### config.mk
export PLATFORM = sky130hd
export DESIGN_NAME = vga_sprite_engine
export DESIGN_NICKNAME = d
export VERILOG_FILES = /design/src/rtl/vga_sprite_engine.sv
export SDC_FILE = /design/constraint.sdc
export NUM_CORES = 1
export LEC_CHECK = 0
export CAP_MARGIN = 20
export CORE_MARGIN = 3
export CORE_UTILIZATION = 34
export CTS_BUF_LIST = sky130_fd_sc_hd__clkbuf_8 sky130_fd_sc_hd__clkbuf_16
export CTS_CLUSTER_SIZE = 40
export DETAILED_ROUTE_END_ITERATION = 8
export DONT_BUFFER_PORTS = 1
export SLEW_MARGIN = 20
export SYNTH_ARGS = -nofsm -noshare
export SYNTH_HDL_FRONTEND = slang
export SYNTH_SLANG_ARGS = --single-unit
### constraint.sdc
create_clock -name clk -period 8.3 [get_ports clk]
set_clock_uncertainty 0.1 [all_clocks]
set_input_delay 1.66 -clock clk [delete_from_list [all_inputs] [get_ports clk]]
set_output_delay 1.66 -clock clk [all_outputs]
set_load 0.005 [all_outputs]
### src/rtl/vga_sprite_engine.sv
// vga_sprite_engine: VGA timing generator with one scaled, animated ROM sprite.
// Three-stage pipeline: position -> ROM address -> ROM data -> pixel.
module vga_sprite_engine #(
    parameter int H_ACTIVE      = 640,
    parameter int H_FP          = 16,
    parameter int H_SYNC        = 96,
    parameter int H_BP          = 48,
    parameter int V_ACTIVE      = 480,
    parameter int V_FP          = 10,
    parameter int V_SYNC        = 2,
    parameter int V_BP          = 33,
    parameter bit HSYNC_POL     = 1'b0,
    parameter bit VSYNC_POL     = 1'b0,
    parameter int COLOR_BITS    = 2,
    parameter int SPR_W         = 34,
    parameter int SPR_H         = 22,
    parameter int SCALE_BITS    = 3,
    parameter int SPR_FRAMES    = 2,
    parameter int ANIM_DIV_BITS = 4,
    parameter logic [3*COLOR_BITS-1:0] BG_COLOR = 6'b000111,
    localparam int H_TOTAL = H_ACTIVE + H_FP + H_SYNC + H_BP,
    localparam int V_TOTAL = V_ACTIVE + V_FP + V_SYNC + V_BP,
    localparam int HW      = $clog2(H_TOTAL),
    localparam int VW      = $clog2(V_TOTAL),
    localparam int TXW     = $clog2(SPR_W),
    localparam int TYW     = $clog2(SPR_H),
    localparam int AW      = $clog2(SPR_FRAMES),
    localparam int AD_W    = AW + TYW + TXW,
    localparam int CW      = 3 * COLOR_BITS
) (
    input  logic                  clk,
    input  logic                  rst,
    input  logic [HW-1:0]         sprite_x,
    input  logic [VW-1:0]         sprite_y,
    output logic [AD_W-1:0]       rom_addr,
    input  logic [CW:0]           rom_data,
    output logic                  vga_hsync,
    output logic                  vga_vsync,
    output logic [COLOR_BITS-1:0] vga_r,
    output logic [COLOR_BITS-1:0] vga_g,
    output logic [COLOR_BITS-1:0] vga_b,
    output logic                  vga_de,
    output logic                  frame_start
);

    localparam int FCW = ANIM_DIV_BITS + AW;

    typedef struct packed {
        logic de;
        logic hs;
        logic vs;
        logic fs;
        logic spr;
    } ctl_t;

    logic [HW-1:0]  h;
    logic [VW-1:0]  v;
    logic           h_last;
    logic           v_last;
    logic           origin;
    logic [HW-1:0]  lat_x;
    logic [VW-1:0]  lat_y;
    logic [FCW-1:0] frame_cnt;
    logic [AW-1:0]  anim;

    assign h_last = h == HW'(H_TOTAL - 1);
    assign v_last = v == VW'(V_TOTAL - 1);
    assign origin = (h == '0) && (v == '0);
    assign anim   = frame_cnt[FCW-1 -: AW];

    always_ff @(posedge clk) begin
        if (rst) begin
            h <= '0;
            v <= '0;
        end else if (h_last) begin
            h <= '0;
            v <= v_last ? '0 : v + 1'b1;
        end else begin
            h <= h + 1'b1;
        end
    end

    always_ff @(posedge clk) begin
        if (rst) begin
            lat_x     <= '0;
            lat_y     <= '0;
            frame_cnt <= '0;
        end else begin
            if (origin) begin
                lat_x <= sprite_x;
                lat_y <= sprite_y;
            end
            if (h_last && v_last) begin
                frame_cnt <= frame_cnt + 1'b1;
            end
        end
    end

    // Pixel (0,0) uses the live position, since it is being latched this cycle.
    logic [HW:0]    hx, x0, dx;
    logic [VW:0]    vx, y0, dy;
    logic           in_x, in_y;
    logic           hs_act, vs_act, de;
    logic [TXW-1:0] tx;
    logic [TYW-1:0] ty;

    assign hx = {1'b0, h};
    assign vx = {1'b0, v};
    assign x0 = {1'b0, origin ? sprite_x : lat_x};
    assign y0 = {1'b0, origin ? sprite_y : lat_y};
    assign dx = hx - x0;
    assign dy = vx - y0;

    assign in_x = (hx >= x0) && (hx < x0 + (HW+1)'(SPR_W << SCALE_BITS));
    assign in_y = (vx >= y0) && (vx < y0 + (VW+1)'(SPR_H << SCALE_BITS));
    assign tx   = TXW'(dx >> SCALE_BITS);
    assign ty   = TYW'(dy >> SCALE_BITS);

    assign hs_act = (hx >= (HW+1)'(H_ACTIVE + H_FP))
                 && (hx < (HW+1)'(H_ACTIVE + H_FP + H_SYNC));
    assign vs_act = (vx >= (VW+1)'(V_ACTIVE + V_FP))
                 && (vx < (VW+1)'(V_ACTIVE + V_FP + V_SYNC));
    assign de     = (hx < (HW+1)'(H_ACTIVE)) && (vx < (VW+1)'(V_ACTIVE));

    ctl_t c0, s1, s2;

    assign c0 = {de, hs_act, vs_act, origin, in_x && in_y};

    always_ff @(posedge clk) begin
        if (rst) begin
            s1       <= '0;
            s2       <= '0;
            rom_addr <= '0;
        end else begin
            s1 <= c0;
            s2 <= s1;
            if (c0.spr) begin
                rom_addr <= {anim, ty, tx};
            end
        end
    end

    logic [CW-1:0] pix;

    always_comb begin
        pix = BG_COLOR;
        if (!s2.de) begin
            pix = '0;
        end else if (s2.spr && rom_data[CW]) begin
            pix = rom_data[CW-1:0];
        end
    end

    always_ff @(posedge clk) begin
        if (rst) begin
            vga_hsync   <= ~HSYNC_POL;
            vga_vsync   <= ~VSYNC_POL;
            vga_de      <= 1'b0;
            frame_start <= 1'b0;
            vga_r       <= '0;
            vga_g       <= '0;
            vga_b       <= '0;
        end else begin
            vga_hsync   <= s2.hs ? HSYNC_POL : ~HSYNC_POL;
            vga_vsync   <= s2.vs ? VSYNC_POL : ~VSYNC_POL;
            vga_de      <= s2.de;
            frame_start <= s2.fs;
            vga_r       <= pix[CW-1 -: COLOR_BITS];
            vga_g       <= pix[2*COLOR_BITS-1 -: COLOR_BITS];
            vga_b       <= pix[COLOR_BITS-1:0];
        end
    end

endmodule

==> results.cfg <==
[finish]
nets = 525
multiInputGateArea_um2 = 2630
syn_to_final_growth_pct = 9.40
seq_area_um2 = 1540
drive_gt1_share_pct = 10.3
antenna_cells = 0
n_fill_cell = 1262

[worst_hold_path]
hold_path_class = register to register

[power]
ir_worst_vdd_uv = 92.2
p_per_area_nw_per_um2 = 198
finalPower_uw = 936
p_leak_uw = 0.00196

[critical_path]
path_class = register to register
crit_path_start_kind = register
worstSetupEndpointType = register
cp.required_ns = 8.42
worstPathMaxFanout = 23
cp.arrival_ns = 5.30

[timing]
setup_viol = 0
slew_headroom_pct = 44.2
setup_tns_ns = 0
final.min_clock_period_ns = 5.18
max_freq_ghz = 0.193
hold_viol_final = 0
rsz0062_at_grt = false
finalMaxSlewViolations = 0
worst_pin_slew_ns = 0.830
min_period_over_period_pct = 62.4

[grt]
grt_pass1_wl_um = 16300
grt_pass1_vias = 3159
grt_overflow = 0
grt_use_total_pct = 14.2
grt_max_degree = 67
antenna_found_initial = 0

[drt]
num_vias = 3246
finalWirelength_um = 9720
vias_per_cell = 5.13
ant_nets = 0
routedWlPerCell_um = 15.4
first_pass_iters = 6
drc = 0
first_iter_violations = 263

[clock_tree]
hold_buffers = 0
cts_setup_buffers = 0
numCtsBuffers = 9
cts_resized = 0
cts_buffer_depth = 2
clock_sinks = 77
cts_tree = built
cts-root-buf = clkbuf_16
htree_levels = 3
clk_pin_slew_ns = 0.06
insertion_delay_ns = 0.33

[place]
hpwlAfterDp_um = 7330
gp_congestion = 0.918
io_buffers = 0

[floorplan]
core-area_um2 = 12200
start_util_pct = 35.4
chipWidth_um = 119
die_h_um = 119
dieArea_um2 = 14100
rows = 40
ioPinCount = 51

[yosys]
synth_ff_type = dfxtp_1
synth_edf_count = 0
async_flop_share_pct = 0
ys_types = 63
syn_inst = 465
ys.warnings.count = 0
syn_area_um2 = 4320
ys_seq_area_share_pct = 35.6
synth-seq-cells = 77
avgSynthCellArea_um2 = 9.30
syn_nets = 530

[run]
drv_cap = 0

[status]
status = complete, no violations
[routing by layer]
metal | wire [µm] | GRT usage (%)
met5 | 0 | 0
met2 | 4130 | 21.1
met1 | 4690 | 19.4
met4 | 153 | 4.56
met3 | 737 | 4.83
[worst max-delay path, stage by stage (launching register included)]
cell and delay [ns]:
dfxtp_1 0.34, inv_1 0.11, ha_1 0.14, nor2b_1 0.34
nand4b_4 0.18, nor2_4 0.65, mux2i_1 0.48, inv_1 0.15
ha_1 0.25, nand3_1 0.09, a21oi_1 0.05, a41oi_1 0.26
xor2_1 0.11, ha_1 0.21, nor4_1 0.36, a21boi_0 0.21
or3_1 0.13, o221ai_1 0.16, a211o_4 0.41, mux2_4 0.32
[report_power, final]
group	leakage, µW	total, µW	switching, µW	internal, µW
logic	0.00121	175	102	73.1
registers	0.000627	390	7.48	383
clock network	0.000129	370	164	207
total	0.00196	936	273	662
[layout make-up]
type	count	share of cell area, %
Multi-Input combinational cell	355	55.6
Sequential cell	77	32.6
Clock buffer	9	4.76
Tap cell	168	4.44
Inverter	17	1.35
Clock inverter	7	1.22
[per-stage QoR]
stage	cells	cell area (µm²)	worst slack (ns)	util, %	hold slack, ns
2_1_floorplan	465	4320	3.73	-	0.256
3_3_place_gp	617	4450	3.40	36.4	0.262
3_5_place_dp	617	4450	3.18	36.4	0.260
4_1_cts	633	4730	3.16	38.7	0.275
5_1_grt	633	4730	2.69	38.7	0.288
6_report	633	4730	3.12	38.7	0.273
[cell usage after synthesis (2+ instances only)]
cell | instances | area share (%)
mux2_2 | 7 | 1.8
nand2_1 | 17 | 1.5
mux2i_1 | 20 | 4.6
ha_1 | 36 | 10
nor3_1 | 10 | 1.2
nor2_1 | 64 | 5.6
xnor2_1 | 18 | 3.6
or2_2 | 5 | 0.72
nor4_2 | 2 | 0.58
o221ai_1 | 2 | 0.41
mux2_4 | 7 | 2.4
a21oi_1 | 16 | 1.9
o21ai_0 | 18 | 2.1
clkbuf_1 | 13 | 1.1
and2_1 | 4 | 0.58
nand3_1 | 7 | 0.81
xor2_1 | 20 | 4.1
a221oi_1 | 3 | 0.61
inv_1 | 16 | 1.4
or3_1 | 5 | 0.72
a211oi_1 | 2 | 0.35
and3_1 | 8 | 1.2
dfxtp_1 | 77 | 36
o21a_1 | 5 | 0.87
nor4_1 | 3 | 0.43
a21o_1 | 4 | 0.69
nor2b_1 | 23 | 3.3
nand4_1 | 11 | 1.6
nand2b_1 | 6 | 0.87
a21boi_0 | 2 | 0.35
buf_6 | 2 | 0.52
[registers in the layout, summed over array words and instances, names as in the netlist]
signal / count
s2: 5
vga_b: 2
vga_r: 2
vga_g: 2
lat_x: 10
vga_hsync: 1
vga_vsync: 1
rom_addr: 12
v: 10
h: 10
frame_start: 1
vga_de: 1
frame_cnt: 5
s1: 5
lat_y: 10
[cell families after synthesis]
kind of cell             count (synthesis)  synth area share, %
flip-flops                              77                 35.6
adder cells (fa/ha/maj)                 38                 10.9
XOR/XNOR                                38                 7.70
multiplexers                            34                 8.88
buffers and inverters                   33                 3.47
AND/OR/NAND/NOR                        177                 22.5
AO/OA/AOI/OAI                           68                 10.9
[worst paths after layout]
kind,from,to,slack [ns],depth (start not counted)
hold / removal,s2[3]$_SDFF_PP0_,vga_hsync$_SDFF_PP1_,0.27,1
setup reg to reg,h[0]$_SDFF_PP0_,rom_addr[10]$_SDFFE_PP0P_,3.12,19
setup / recovery,h[0]$_SDFF_PP0_,rom_addr[10]$_SDFFE_PP0P_,3.12,19
hold reg to reg,s2[3]$_SDFF_PP0_,vga_hsync$_SDFF_PP1_,0.27,1
[cells in the final DEF (no fill, tap or decap), types with 17 or more instances in the layout]
master,netlist,final
dfxtp_1,77,77
ha_1,36,36
mux2i_1,20,20
nand2_1,17,17
nor2_1,64,64
nor2b_1,23,23
o21ai_0,18,18
xnor2_1,18,18
xor2_1,20,20
Power figures use the tool's default switching activity.
